$ cat src/rtl/rfq_ctrl.sv
// FIFO controller in front of a 1W/1R register file with registered read data and a
// 2-entry output stage. Define RFQ_CTRL_BYPASS_EN to let pushes skip storage when idle.
module rfq_ctrl #(
  parameter int unsigned W = 32,
  parameter int unsigned N = 8
) (
  input  logic                    clk,
  input  logic                    rst,
  input  logic                    push_vld,
  input  logic [W-1:0]            push_data,
  output logic                    push_rdy,
  output logic                    pop_vld,
  output logic [W-1:0]            pop_data,
  input  logic                    pop_rdy,
  output logic [$clog2(N)-1:0]    rf_wa,
  output logic                    rf_wen,
  output logic [W-1:0]            rf_wdata,
  output logic [$clog2(N)-1:0]    rf_ra,
  output logic                    rf_ren,
  input  logic [W-1:0]            rf_rdata,
  output logic [$clog2(N+2):0]    occ
);

  localparam int unsigned AW = $clog2(N);
  localparam int unsigned CW = $clog2(N + 1);
  localparam int unsigned OW = $clog2(N + 2) + 1;

`ifdef RFQ_CTRL_BYPASS_EN
  localparam bit BypassEn = 1'b1;
`else
  localparam bit BypassEn = 1'b0;
`endif

  logic [AW-1:0] wr_ptr_q, rd_ptr_q;
  logic [CW-1:0] cnt_q, cnt_d;
  logic          infl_q;
  logic [1:0]    stg_cnt_q, stg_cnt_d;
  logic [W-1:0]  head_q, head_d, tail_q, tail_d;
  logic          push_rdy_q;
  logic [OW-1:0] occ_q;

  logic          push_fire, pop_fire, wr_fire, issue, bypass, app;
  logic [1:0]    stg_keep;
  logic [W-1:0]  app_data;

  assign push_fire = push_vld & push_rdy_q;
  assign pop_vld   = (stg_cnt_q != 2'd0);
  assign pop_fire  = pop_vld & pop_rdy;
  assign stg_keep  = stg_cnt_q - {1'b0, pop_fire};

  // Reads are only issued when the word landing next cycle is guaranteed a stage slot.
  assign issue  = (cnt_q != '0) && ((stg_keep + {1'b0, infl_q}) < 2'd2);
  assign bypass = BypassEn && push_fire && (cnt_q == '0) && !infl_q && (stg_keep < 2'd2);
  assign wr_fire = push_fire & ~bypass;

  // A landing read and a bypass write are mutually exclusive (bypass needs no read in flight).
  assign app      = infl_q | bypass;
  assign app_data = infl_q ? rf_rdata : push_data;

  assign cnt_d     = cnt_q + CW'(wr_fire) - CW'(issue);
  assign stg_cnt_d = stg_keep + {1'b0, app};

  always_comb begin
    head_d = head_q;
    tail_d = tail_q;
    if (pop_fire) head_d = tail_q;
    if (app) begin
      if (stg_keep == 2'd0) head_d = app_data;
      else                  tail_d = app_data;
    end
  end

  always_ff @(posedge clk or negedge rst) begin
    if (!rst) begin
      wr_ptr_q   <= '0;
      rd_ptr_q   <= '0;
      cnt_q      <= '0;
      infl_q     <= 1'b0;
      stg_cnt_q  <= 2'd0;
      push_rdy_q <= 1'b0;
      occ_q      <= '0;
    end else begin
      if (wr_fire) wr_ptr_q <= wr_ptr_q + 1'b1;
      if (issue)   rd_ptr_q <= rd_ptr_q + 1'b1;
      cnt_q      <= cnt_d;
      infl_q     <= issue;
      stg_cnt_q  <= stg_cnt_d;
      push_rdy_q <= (cnt_d != CW'(N));
      occ_q      <= occ_q + OW'(push_fire) - OW'(pop_fire);
    end
  end

  // Stage data is qualified by stg_cnt_q, so it needs no reset.
  always_ff @(posedge clk) begin
    head_q <= head_d;
    tail_q <= tail_d;
  end

  assign push_rdy = push_rdy_q;
  assign pop_data = head_q;
  assign rf_wen   = wr_fire;
  assign rf_wa    = wr_ptr_q;
  assign rf_wdata = push_data;
  assign rf_ren   = issue;
  assign rf_ra    = rd_ptr_q;
  assign occ      = occ_q;

endmodule

$ cat config.mk
export PLATFORM = sky130hd
export DESIGN_NAME = rfq_ctrl
export DESIGN_NICKNAME = d
export VERILOG_FILES = /design/src/rtl/rfq_ctrl.sv
export SDC_FILE = /design/constraint.sdc
export NUM_CORES = 1
export LEC_CHECK = 0
export ABC_CLOCK_PERIOD_IN_PS = 3900
export CORE_MARGIN = 3
export CORE_UTILIZATION = 44
export CTS_BUF_LIST = sky130_fd_sc_hd__clkbuf_8
export CTS_CLUSTER_SIZE = 28
export DETAILED_ROUTE_END_ITERATION = 8
export PLACE_DENSITY = 0.82
export SLEW_MARGIN = 20
export SYNTH_ARGS = -nofsm -noshare
export SYNTH_HDL_FRONTEND = slang
export SYNTH_SLANG_ARGS = --single-unit
$ cat constraint.sdc
create_clock -name clk -period 3.9 [get_ports clk]
set_input_delay 1.17 -clock clk [delete_from_list [all_inputs] [get_ports clk]]
set_output_delay 1.17 -clock clk [all_outputs]
set_load 0.02 [all_outputs]
* Yosys cells after proc, flatten, opt, wreduce, memory -nomap -nowiden
Index checks and enable logic that the tools add are counted.
** Word-level totals
- Register bits after elaboration :: 83
- Bits of input ports :: 68
- Output and inout bits :: 79
** Operators by class
- Add/sub/neg operators :: 8
- Order comparisons :: 1
- Equality and inequality tests :: 1
- Multiplexer cells :: 3
- Bitwise gates (word level) :: 3
- Reductions and logical operators :: 5
** Operator list (number)
- 2-to-1 mux 32 bit :: 3
- adder 3 x 1 -> 3 bit, second input constant :: 2
- adder 5 x 1 -> 5 bit :: 1
- subtractor 5 x 1 -> 5 bit :: 1
- adder 4 x 1 -> 4 bit :: 1
- != test 4 bit, second input constant :: 1
- nonzero test 4 bit :: 1
- subtractor 4 x 1 -> 4 bit :: 1
- adder 2 x 1 -> 2 bit :: 1
- AND 1 bit :: 2
- logical NOT 2 bit :: 1
- < comparator 2 bit, second input constant :: 1
- AND reduction 2 bit :: 1
- nonzero test 2 bit :: 1
- subtractor 2 x 1 -> 2 bit :: 1
- logical AND 1 bit :: 1
- inverter 1 bit :: 1

* Longest topological paths before layout
Gate-level depths: netlist of run 1.
- Word-level depth :: 8
- Gate-level depth with buffers :: 14

* Worst setup path before layout of run 1
No wires, ideal clock.
- Kind :: input to register
- Start :: input pop_rdy
- End :: register push_rdy_q, in the netlist push_rdy
- Library setup time :: 0.138 ns
- Arrival time :: 3.713 ns
- Required time :: 3.762 ns
- Path slack :: 0.048 ns
- Stages on the path :: 14
- Buffers on the path :: 0
- Cell sequence :: nor2b_1 > a21o_1 > ha_1 > nor2b_1 > a32oi_1 > nand2_1 > inv_1 > ha_1 > inv_1 > ha_1 > inv_1 > fa_1 > inv_1 > or4b_1
** On the way
- Word-level cells in the longest chain between the ends :: 7
** RTL lines
- start: declaration :: RTL line 14 : input logic pop_rdy,
- AND 1 bit :: RTL line 48 : assign pop_fire = pop_vld & pop_rdy;
- subtractor 2 x 1 -> 2 bit :: RTL line 49 : assign stg_keep = stg_cnt_q - {1'b0, pop_fire};
- adder 2 x 1 -> 2 bit :: RTL line 52 : assign issue = (cnt_q != '0) && ((stg_keep + {1'b0, infl_q}) < 2'd2);
- < comparator 2 bit :: RTL line 52
- logical AND 1 bit :: RTL line 52
- via rf_ren :: RTL line 19 : output logic rf_ren,
- subtractor 4 x 1 -> 4 bit :: RTL line 60 : assign cnt_d = cnt_q + CW'(wr_fire) - CW'(issue);
- via cnt_d[1] :: RTL line 35 : logic [CW-1:0] cnt_q, cnt_d;
- != test 4 bit :: RTL line 88 : push_rdy_q <= (cnt_d != CW'(N));
- end signal: assignment :: RTL line 88
- end: declaration :: RTL line 39 : logic push_rdy_q;
The timed path passes the listed nets, and every way through them passes these cells.
A chain may end at the register's enable or synchronous reset.

* Worst setup path in the final report of run 1
- Start :: input pop_rdy
- End :: register push_rdy_q, in the netlist push_rdy
** On the way
- Word-level cells in the longest chain between the ends :: 7
** RTL lines (RTL line)
- AND 1 bit :: 48
- subtractor 2 x 1 -> 2 bit :: 49
- adder 2 x 1 -> 2 bit :: 52
- < comparator 2 bit :: 52
- logical AND 1 bit :: 52
- subtractor 4 x 1 -> 4 bit :: 60
- via cnt_d[1] :: 35
- != test 4 bit :: 88
The timed path passes the listed nets, and every way through them passes these cells.

==> results.py, run 1 <==
metrics = {
    "outcome": {
        "status": "finished, final reports clean",
    },
    "sta": {
        "final-hold-violation-count": 0,
        "period_needed_ns": 3.78,
        "setup_slack_ns": 0.119,
        "finalSetupViolations": 0,
        "fmax_mhz": 265,
        "period_share_pct": 96.9,
        "finClkSkew_ns": 0.0112,
        "slew_violations": 0,
        "tightest_slew_ns": 0.835,
        "fin_tns_setup_ns": 0,
        "relSlewSlack_pct": 44.2,
    },
    "pwr": {
        "comb_power_share_pct": 49.2,
        "p_leak_uw": 0.00193,
        "powerDensity_nw_per_um2": 942,
        "power_frac_clock_pct": 14.5,
        "swShare_pct": 37.2,
        "p_int_uw": 2670,
        "switchingPower_uw": 1580,
        "sequentialPowerShare_pct": 36.4,
        "irDropWorstVdd_v": 0.000518,
    },
    "min_path": {
        "whs_path_depth": 1,
        "hold_path.class": "flip-flop to flip-flop",
    },
    "cts": {
        "cts_tree": "built",
        "cts_sinks": 83,
        "cts_max_level": 3,
        "ctsHoldBuffers": 0,
        "clk_pin_slew_ns": 0.09,
        "clock_latency_ns": 0.34,
        "clock-root-buffer": "clkbuf_8",
        "cts-buffers-inserted": 9,
        "clockBufferDepth": 2,
    },
    "floorplan": {
        "io_pins": 147,
        "fp.coreArea_um2": 7770,
        "dieArea_um2": 9140,
        "rows": 32,
        "die_h_um": 95.6,
        "die_x_um": 95.6,
        "start_util_pct": 45.5,
    },
    "place": {
        "pre_cts_slack_ns": -0.536,
        "place.gp.congestion": 0.795,
        "place_area_um2": 4270,
        "io_buffers": 82,
        "dp_hpwl_um": 4680,
    },
    "detailed_routing": {
        "drc": 0,
        "vias_per_cell": 4.61,
        "drtAntennaViolNets": 0,
        "routed_wl_um": 6530,
        "dr.pass1.iters": 4,
        "wire_per_inst_um": 14.0,
        "drt_iter0_markers": 95,
        "vias": 2144,
    },
    "synth": {
        "seq_area_frac_synth_pct": 58.8,
        "synth_adder_area_share_pct": 5.39,
        "synth_top_family_by_area": "buffers and inverters",
        "synth-compound-area-share_pct": 6.52,
        "syn_area_um2": 3530,
        "syn_nets": 373,
        "ys_warn_count": 0,
        "ys_seq_elements": 83,
        "synth_xor_area_share_pct": 2.48,
        "avgSynthCellArea_um2": 12.1,
        "synth.area.mux_share_pct": 9.71,
        "yosys.area_share.simple_pct": 6.56,
        "synth_cell_types": 29,
        "synthCells": 291,
    },
    "cells_and_area": {
        "finalNetCount": 440,
        "final_cell_mix": "clkdlybuf4s50_1 (80), nand2_1 (39), mux2i_1 (32), dfxtp_1 (32), edfxtp_1 (32)",
        "drive_gt1_share_pct": 12.1,
        "syn2layout_area_growth_pct": 27.9,
        "final_common_cell": "clkdlybuf4s50_1",
        "fin_util_pct": 58.1,
        "antenna_cells": 0,
        "stdcell_area_um2": 4510,
    },
    "worst_setup_path": {
        "crit_fanout": 3,
        "cp.required_ns": 4.12,
        "startpoint_type": "input pin",
        "worstSetupPathType": "input pin to flip-flop",
        "cp_data_arrival_time_ns": 4.00,
        "reg2regPathDepth": 15,
        "worstSetupEndpointType": "flip-flop",
    },
    "grt": {
        "grt_max_degree": 43,
        "antenna_found_initial": 0,
        "grt_pass1_wl_um": 10400,
        "grt_remaining_overflow": 0,
        "grt_use_total_pct": 14.6,
        "grt_pass1_vias": 2250,
    },
    "flow_run": {
        "maxCapViolCount": 0,
    },
}
[worst paths after layout]
check / startpoint / end / slack [ns]
hold / removal: rf_wa[2] / rf_wa[2] / 0.49
hold reg to reg: rf_wa[2] / rf_wa[2] / 0.49
setup reg to reg: stg_cnt_q[0] / push_rdy / 0.72
max in group asynchronous: rst / occ[0] / 2.07
min in group asynchronous: rst / occ[3] / 1.31
setup / recovery: pop_rdy / push_rdy / 0.12
[cell usage after synthesis]
library cell  number  area share (%)
nand2_1           39             4.1
buf_4             32             6.8
dfxtp_1           32              18
edfxtp_1          32              27
mux2i_1           32             9.1
o21ai_0           24             3.4
dfrtp_1           19              13
inv_1             18             1.9
ha_1              12             4.3
o21ai_1            9             1.3
xnor2_1            9             2.2
buf_2              6            0.85
a21o_1             4            0.85
buf_6              3            0.96
nor2b_1            3            0.53
a21oi_1            2            0.28
fa_1               2             1.1
mux2_2             2            0.64
a21oi_2            1            0.25
a32oi_1            1            0.25
nand2_4            1            0.32
nand2b_1           1            0.18
nand3_1            1            0.14
nor3b_4            1            0.53
o21a_1             1            0.21
or2_2              1            0.18
or2_4              1            0.25
or4b_1             1            0.28
xor2_1             1            0.25
[cell type report]
| cell class | instances | area [um^2] |
|---|---|---|
| Timing Repair Buffer | 97 | 935 |
| Clock inverter | 7 | 76.3 |
| Tap cell | 102 | 128 |
| Inverter | 18 | 67.6 |
| Sequential cell | 83 | 2080 |
| Fill cell | 687 | 3250 |
| Clock buffer | 9 | 124 |
| Multi-Input combinational cell | 149 | 1110 |
[metal layers]
metal	up-vias	part of all wire (%)	track usage, %
li1	1091	-	-
met1	992	44	16.8
met2	54	49	25.0
met3	7	5.8	4.58
met4	0	1.0	6.28
met5	-	0	0
[registers in the layout (all words and copies together), names as in the netlist]
| name | flops |
|---|---|
| app | 1 |
| cnt_q | 4 |
| occ | 5 |
| pop_data | 32 |
| push_rdy | 1 |
| rf_ra | 3 |
| rf_wa | 3 |
| stg_cnt_q | 2 |
| tail_q | 32 |
[cells by family after synthesis]
kind of cell / count (synthesis)
AOI/OAI and AO/OA: 42
xor gates and xnor gates: 10
adders and majority gates: 14
buffers and inverters: 59
DFF: 83
muxes: 34
and+or+nand+nor: 49
[power groups by stage]
stage | Combinational [uW] | Sequential, uW | Clock (uW)
floorplan | 1020 | 1830 | 0
global placement | 2000 | 1550 | 0
detailed placement | 2090 | 1560 | 0
CTS | 2100 | 1550 | 634
global route | 2300 | 1600 | 671
finish | 2090 | 1550 | 616
[worst max-delay path: stages]
cell,delay [ns]
clkdlybuf4s15_1,0.21
nor2b_4,0.15
a21o_1,0.18
ha_2,0.18
nor2b_2,0.15
a32oi_2,0.08
nand2_1,0.10
inv_1,0.05
buf_4,0.13
ha_1,0.27
inv_1,0.07
ha_2,0.18
inv_1,0.05
fa_1,0.48
inv_1,0.05
or4b_1,0.51
[stage by stage]
step	hold WS (ns)	cells	power (uW)
after global routing	0.505	465	4570
final	0.486	465	4250
after CTS	0.493	464	4280
after global placement	0.462	447	3550
after detailed placement	0.470	447	3650
after floorplan	0.482	291	2850
[what timing repair did]
item | CTS | global route
pin swaps | 2 | 2
setup endpoints to repair | 2 | 2
resized for setup | 5 | 7
buffers inserted | 1 | 1
(Power assumes the default switching activity.)
==> run 2, diff against run 1 <==
- CORE_UTILIZATION: 44 -> 58
- DONT_BUFFER_PORTS: unset -> 1
- HOLD_SLACK_MARGIN: unset -> 0.15
- PLACE_DENSITY: 0.82 -> 0.74
==> results.py, run 2 (synthesis gave the netlist of run 1 again) <==
metrics = {
    "detailed_routing": {
        "vias_per_cell": 5.35,
        "routed_wl_um": 6040,
        "drc": 0,
        "drt_iter0_markers": 57,
        "vias": 1847,
        "wire_per_inst_um": 17.5,
        "dr.pass1.iters": 4,
        "drtAntennaViolNets": 0,
    },
    "cells_and_area": {
        "fillCellCount": 465,
        "finalNetCount": 350,
        "syn2layout_area_growth_pct": 0.709,
        "antenna_cells": 0,
        "multi_input_area_um2": 1080,
        "final_cell_mix": "nand2_1 (39), mux2i_1 (32), dfxtp_1 (32), edfxtp_1 (32), o21ai_0 (24)",
        "seqCellArea_um2": 2080,
        "final_common_cell": "nand2_1",
        "fin_util_pct": 62.3,
        "drive_gt1_share_pct": 9.89,
    },
    "grt": {
        "grt_use_total_pct": 17.7,
        "antenna_found_initial": 0,
        "grt_max_degree": 53,
        "grt_remaining_overflow": 0,
        "grtUsageMet2_pct": 27.6,
        "use_met3_pct": 7.70,
        "grt_pass1_wl_um": 9750,
        "grt_pass1_vias": 1866,
        "grt.busiest_layer": "met2",
        "grt_util_met1_pct": 21.1,
    },
    "sta": {
        "rsz0062_at_grt": "false",
        "relSlewSlack_pct": 61.6,
        "period_share_pct": 88.2,
        "setup_slack_ns": 0.461,
        "finalSetupViolations": 0,
        "final-hold-violation-count": 0,
        "slew_violations": 0,
        "finClkSkew_ns": 0.00881,
        "fin_tns_setup_ns": 0,
        "fmax_mhz": 291,
        "period_needed_ns": 3.44,
        "tightest_slew_ns": 0.577,
    },
    "worst_setup_path": {
        "worstSetupPathType": "input pin to flip-flop",
        "worst-path-buf-inv": 4,
        "startpoint_type": "input pin",
        "cp_common_cell": "inv_1",
        "worstSetupEndpointType": "flip-flop",
        "cp_slowest_stage_delay_ns": 0.52,
        "cp_data_arrival_time_ns": 3.64,
        "crit_chain": "nor2b_1 > a21o_1 > ha_1 > nor2b_1 > a32oi_1 > nand2_1 > inv_1 > ha_1 > inv_1 > ha_1 > inv_1 > fa_1 > inv_1 > or4b_1",
        "cp.required_ns": 4.10,
        "crit_fanout": 4,
        "slowest_stage": "or4b_1",
        "crit_family": "adder cells",
    },
    "pwr": {
        "power_frac_clock_pct": 15.8,
        "p_int_uw": 2170,
        "p_leak_uw": 0.00157,
        "swShare_pct": 40.2,
        "switchingPower_uw": 1460,
        "comb_power_share_pct": 32.5,
        "irDropWorstVdd_v": 0.000698,
        "sequentialPowerShare_pct": 51.6,
        "powerDensity_nw_per_um2": 1020,
    },
    "cts": {
        "ctsHoldBuffers": 0,
        "cts_sinks": 83,
        "clk_pin_slew_ns": 0.08,
        "clock_latency_ns": 0.34,
        "postCtsSetupBuffers": 0,
        "cts_resized": 0,
        "clock-root-buffer": "clkbuf_8",
        "cts_tree": "built",
        "cts-buffers-inserted": 9,
        "clockBufferDepth": 2,
        "cts_max_level": 3,
    },
    "floorplan": {
        "dieArea_um2": 7060,
        "die_x_um": 84.0,
        "die_h_um": 84.0,
        "start_util_pct": 61.8,
        "rows": 27,
        "io_pins": 147,
        "fp.coreArea_um2": 5710,
    },
    "place": {
        "place.gp.congestion": 0.752,
        "pre_cts_slack_ns": 0.110,
        "io_buffers": 0,
        "dp_hpwl_um": 4260,
    },
    "min_path": {
        "hold_path.class": "input pin to asynchronous set/reset pin",
    },
    "outcome": {
        "status": "finished, final reports clean",
    },
    "flow_run": {
        "maxCapViolCount": 0,
    },
}
## run 2: final timing paths
check	cells past startpoint	start	slack, ns	endpoint
max	14	pop_rdy	0.46	push_rdy
min	0	rst	0.52	rf_ra[1]
max reg2reg	14	stg_cnt_q[0]	0.89	push_rdy
min reg2reg	2	tail_q[29]	0.52	pop_data[29]
max in group asynchronous	0	rst	3.30	occ[4]
min in group clk	2	tail_q[29]	0.52	pop_data[29]
## run 2: cell type report
cell class,instances,share of cell area (%)
flip-flops and latches,83,58.4
multi-input cells,149,30.4
clock buffers,9,3.48
well taps,72,2.53
inverters,18,1.90
clock inverters,7,1.76
repair buffers,7,1.48
## run 2: metrics by stage
step	total power [uW]	std cells	hold slack [ns]	area [um^2]
2_1_floorplan	2850	291	0.482	3530
3_3_place_gp	3030	329	0.485	3370
3_5_place_dp	3110	329	0.509	3370
4_1_cts	3690	345	0.502	3560
5_1_grt	3930	345	0.487	3560
6_report	3640	345	0.519	3560
## run 2: power by group through the flow
stage	Clock, uW	Sequential, uW	Combinational [uW]
after floorplan	0	1830	1020
after global placement	0	1890	1140
after detailed placement	0	1910	1200
after CTS	594	1890	1210
after global routing	637	1930	1370
final	576	1880	1180
## run 2: metal layers
| layer | up-vias | share of wire (%) |
|---|---|---|
| met5 | - | 0 |
| met4 | 0 | 2.3 |
| met3 | 28 | 8.8 |
| met2 | 57 | 48 |
| met1 | 858 | 41 |
| li1 | 904 | - |
==> run 3, diff against run 2 <==
- ABC_CLOCK_PERIOD_IN_PS: 3900 -> 3800
- CORE_ASPECT_RATIO: unset -> 1.2
- clock period: 3.9 -> 3.8 ns (I/O delays scaled with it)
==> results.py, run 3 (synthesis gave the netlist of run 1 again) <==
metrics = {
    "outcome": {
        "status": "finished, final reports clean",
    },
    "pwr": {
        "switchingPower_uw": 1480,
        "powerDensity_nw_per_um2": 1050,
        "irDropWorstVdd_v": 0.000575,
        "p_int_uw": 2290,
        "comb_power_share_pct": 31.6,
        "sequentialPowerShare_pct": 51.1,
        "swShare_pct": 39.3,
        "power_frac_clock_pct": 17.3,
        "p_leak_uw": 0.00158,
    },
    "worst_setup_path": {
        "reg2reg_from": "stg_cnt_q[0]",
        "worstSetupPathType": "input pin to flip-flop",
        "slowest_stage": "or4b_1",
        "crit_chain": "nor2b_1 > a21o_1 > ha_1 > nor2b_1 > a32oi_1 > nand2_1 > inv_2 > ha_1 > inv_1 > ha_1 > inv_1 > fa_1 > inv_1 > or4b_1",
        "crit_family": "adder cells",
        "path_depth": 14,
        "timing.rr.end": "push_rdy",
        "worstSetupEndpointType": "flip-flop",
        "worst-path-buf-inv": 4,
        "r2r_slack_ns": 0.78,
        "startpoint_type": "input pin",
        "cp_slowest_stage_delay_ns": 0.52,
        "cp.required_ns": 3.99,
        "crit_fanout": 4,
        "cp_data_arrival_time_ns": 3.61,
        "reg2regPathDepth": 14,
    },
    "sta": {
        "period_needed_ns": 3.41,
        "slew_violations": 0,
        "period_share_pct": 89.8,
        "final-hold-violation-count": 0,
        "fin_tns_setup_ns": 0,
        "tightest_slew_ns": 0.548,
        "fmax_mhz": 293,
        "finClkSkew_ns": 0.00873,
        "finalSetupViolations": 0,
        "rsz0062_at_grt": "false",
        "relSlewSlack_pct": 63.4,
    },
    "detailed_routing": {
        "wire_per_inst_um": 16.3,
        "routed_wl_um": 5720,
        "drtAntennaViolNets": 0,
        "vias": 1828,
        "dr.pass1.iters": 4,
        "drt_iter0_markers": 68,
        "vias_per_cell": 5.19,
        "drc": 0,
    },
    "cells_and_area": {
        "syn2layout_area_growth_pct": 1.42,
        "fillCellCount": 477,
        "multi_input_area_um2": 1080,
        "drive_gt1_share_pct": 9.93,
        "finalNetCount": 349,
        "stdcell_count": 352,
        "final_cell_mix": "nand2_1 (39), mux2i_1 (32), dfxtp_1 (32), edfxtp_1 (32), o21ai_0 (24)",
        "final_common_cell": "nand2_1",
        "antenna_cells": 0,
        "seqCellArea_um2": 2080,
    },
    "place": {
        "dp_hpwl_um": 3990,
        "place.gp.congestion": 0.760,
        "place_inst": 336,
        "io_buffers": 0,
    },
    "floorplan": {
        "die_x_um": 77.2,
        "rows": 30,
        "io_pins": 147,
        "die_h_um": 91.5,
        "start_util_pct": 61.1,
        "fp.coreArea_um2": 5780,
        "dieArea_um2": 7060,
    },
    "flow_run": {
        "maxCapViolCount": 0,
    },
    "grt": {
        "grt_max_degree": 65,
        "grt_remaining_overflow": 0,
        "grt_pass1_wl_um": 9630,
        "grt_pass1_vias": 1993,
        "grt_use_total_pct": 17.3,
        "antenna_found_initial": 0,
    },
    "cts": {
        "clockBufferDepth": 2,
        "cts_sinks": 83,
        "ctsHoldBuffers": 0,
        "cts_tree": "built",
        "cts_resized": 0,
        "cts_max_level": 3,
        "postCtsSetupBuffers": 0,
        "clk_pin_slew_ns": 0.08,
        "clock-root-buffer": "clkbuf_8",
        "clock_latency_ns": 0.33,
        "cts-buffers-inserted": 9,
    },
    "min_path": {
        "hold_path.class": "input pin to asynchronous set/reset pin",
    },
}
==> run 3: cell count changes in the layout (fill, tap and decap cells not counted) <==
cell and delta:
bufinv_16 +1, clkinv_1 +1, inv_2 +1, buf_4 -1, clkinvlp_4 -1, inv_1 -2
==> run 3: power groups by stage <==
stage	sequential (uW)	clock (uW)	combinational, uW
final	1930	652	1190
after global placement	1940	0	1160
after floorplan	1870	0	1050
after detailed placement	1960	0	1220
after CTS	1940	673	1220
after global routing	1980	702	1400
==> run 3: metrics by stage <==
stage | total power (uW) | hold WS (ns) | instance area (um^2) | util [%] | worst slack (ns)
after detailed placement | 3170 | 0.498 | 3370 | 58.3 | 0.0385
after CTS | 3830 | 0.475 | 3580 | 61.9 | 0.394
after floorplan | 2930 | 0.482 | 3530 | - | 0.0489
after global placement | 3100 | 0.490 | 3370 | 58.3 | 0.148
final | 3770 | 0.493 | 3580 | 61.9 | 0.387
after global routing | 4080 | 0.469 | 3580 | 61.9 | 0.253
==> run 3: layer usage <==
metal	GRT usage, %	part of all wire [%]	vias to the layer above
met1	21.2	43	825
met5	0	0	-
li1	-	-	907
met2	26.6	46	73
met3	6.25	8.8	23
met4	9.35	2.4	0
==> run 3: worst max-delay path by stage <==
stage	from	to	slack, ns
global placement	pop_rdy	push_rdy	0.15
global route	pop_rdy	push_rdy	0.25
CTS	pop_rdy	push_rdy	0.39
detailed placement	pop_rdy	push_rdy	0.04
finish	pop_rdy	push_rdy	0.39
floorplan	pop_rdy	push_rdy	0.05
==> run 3: layout make-up <==
class | count | area share (%)
Sequential cell | 83 | 58.0
Multi-Input combinational cell | 149 | 30.2
Clock buffer | 9 | 3.46
Tap cell | 80 | 2.80
Clock inverter | 7 | 2.38
Inverter | 18 | 1.89
Timing Repair Buffer | 6 | 1.26
==> run 3: worst register-to-register path, cell delays in order, from the launching register on <==
cell     delay, ns
dfrtp_1       0.41
nor2b_1       0.15
a21o_1        0.15
ha_1          0.19
nor2b_1       0.16
a32oi_1       0.10
nand2_1       0.12
inv_2         0.04
ha_1          0.27
inv_1         0.05
ha_1          0.15
inv_1         0.06
fa_1          0.47
inv_1         0.05
or4b_1        0.52
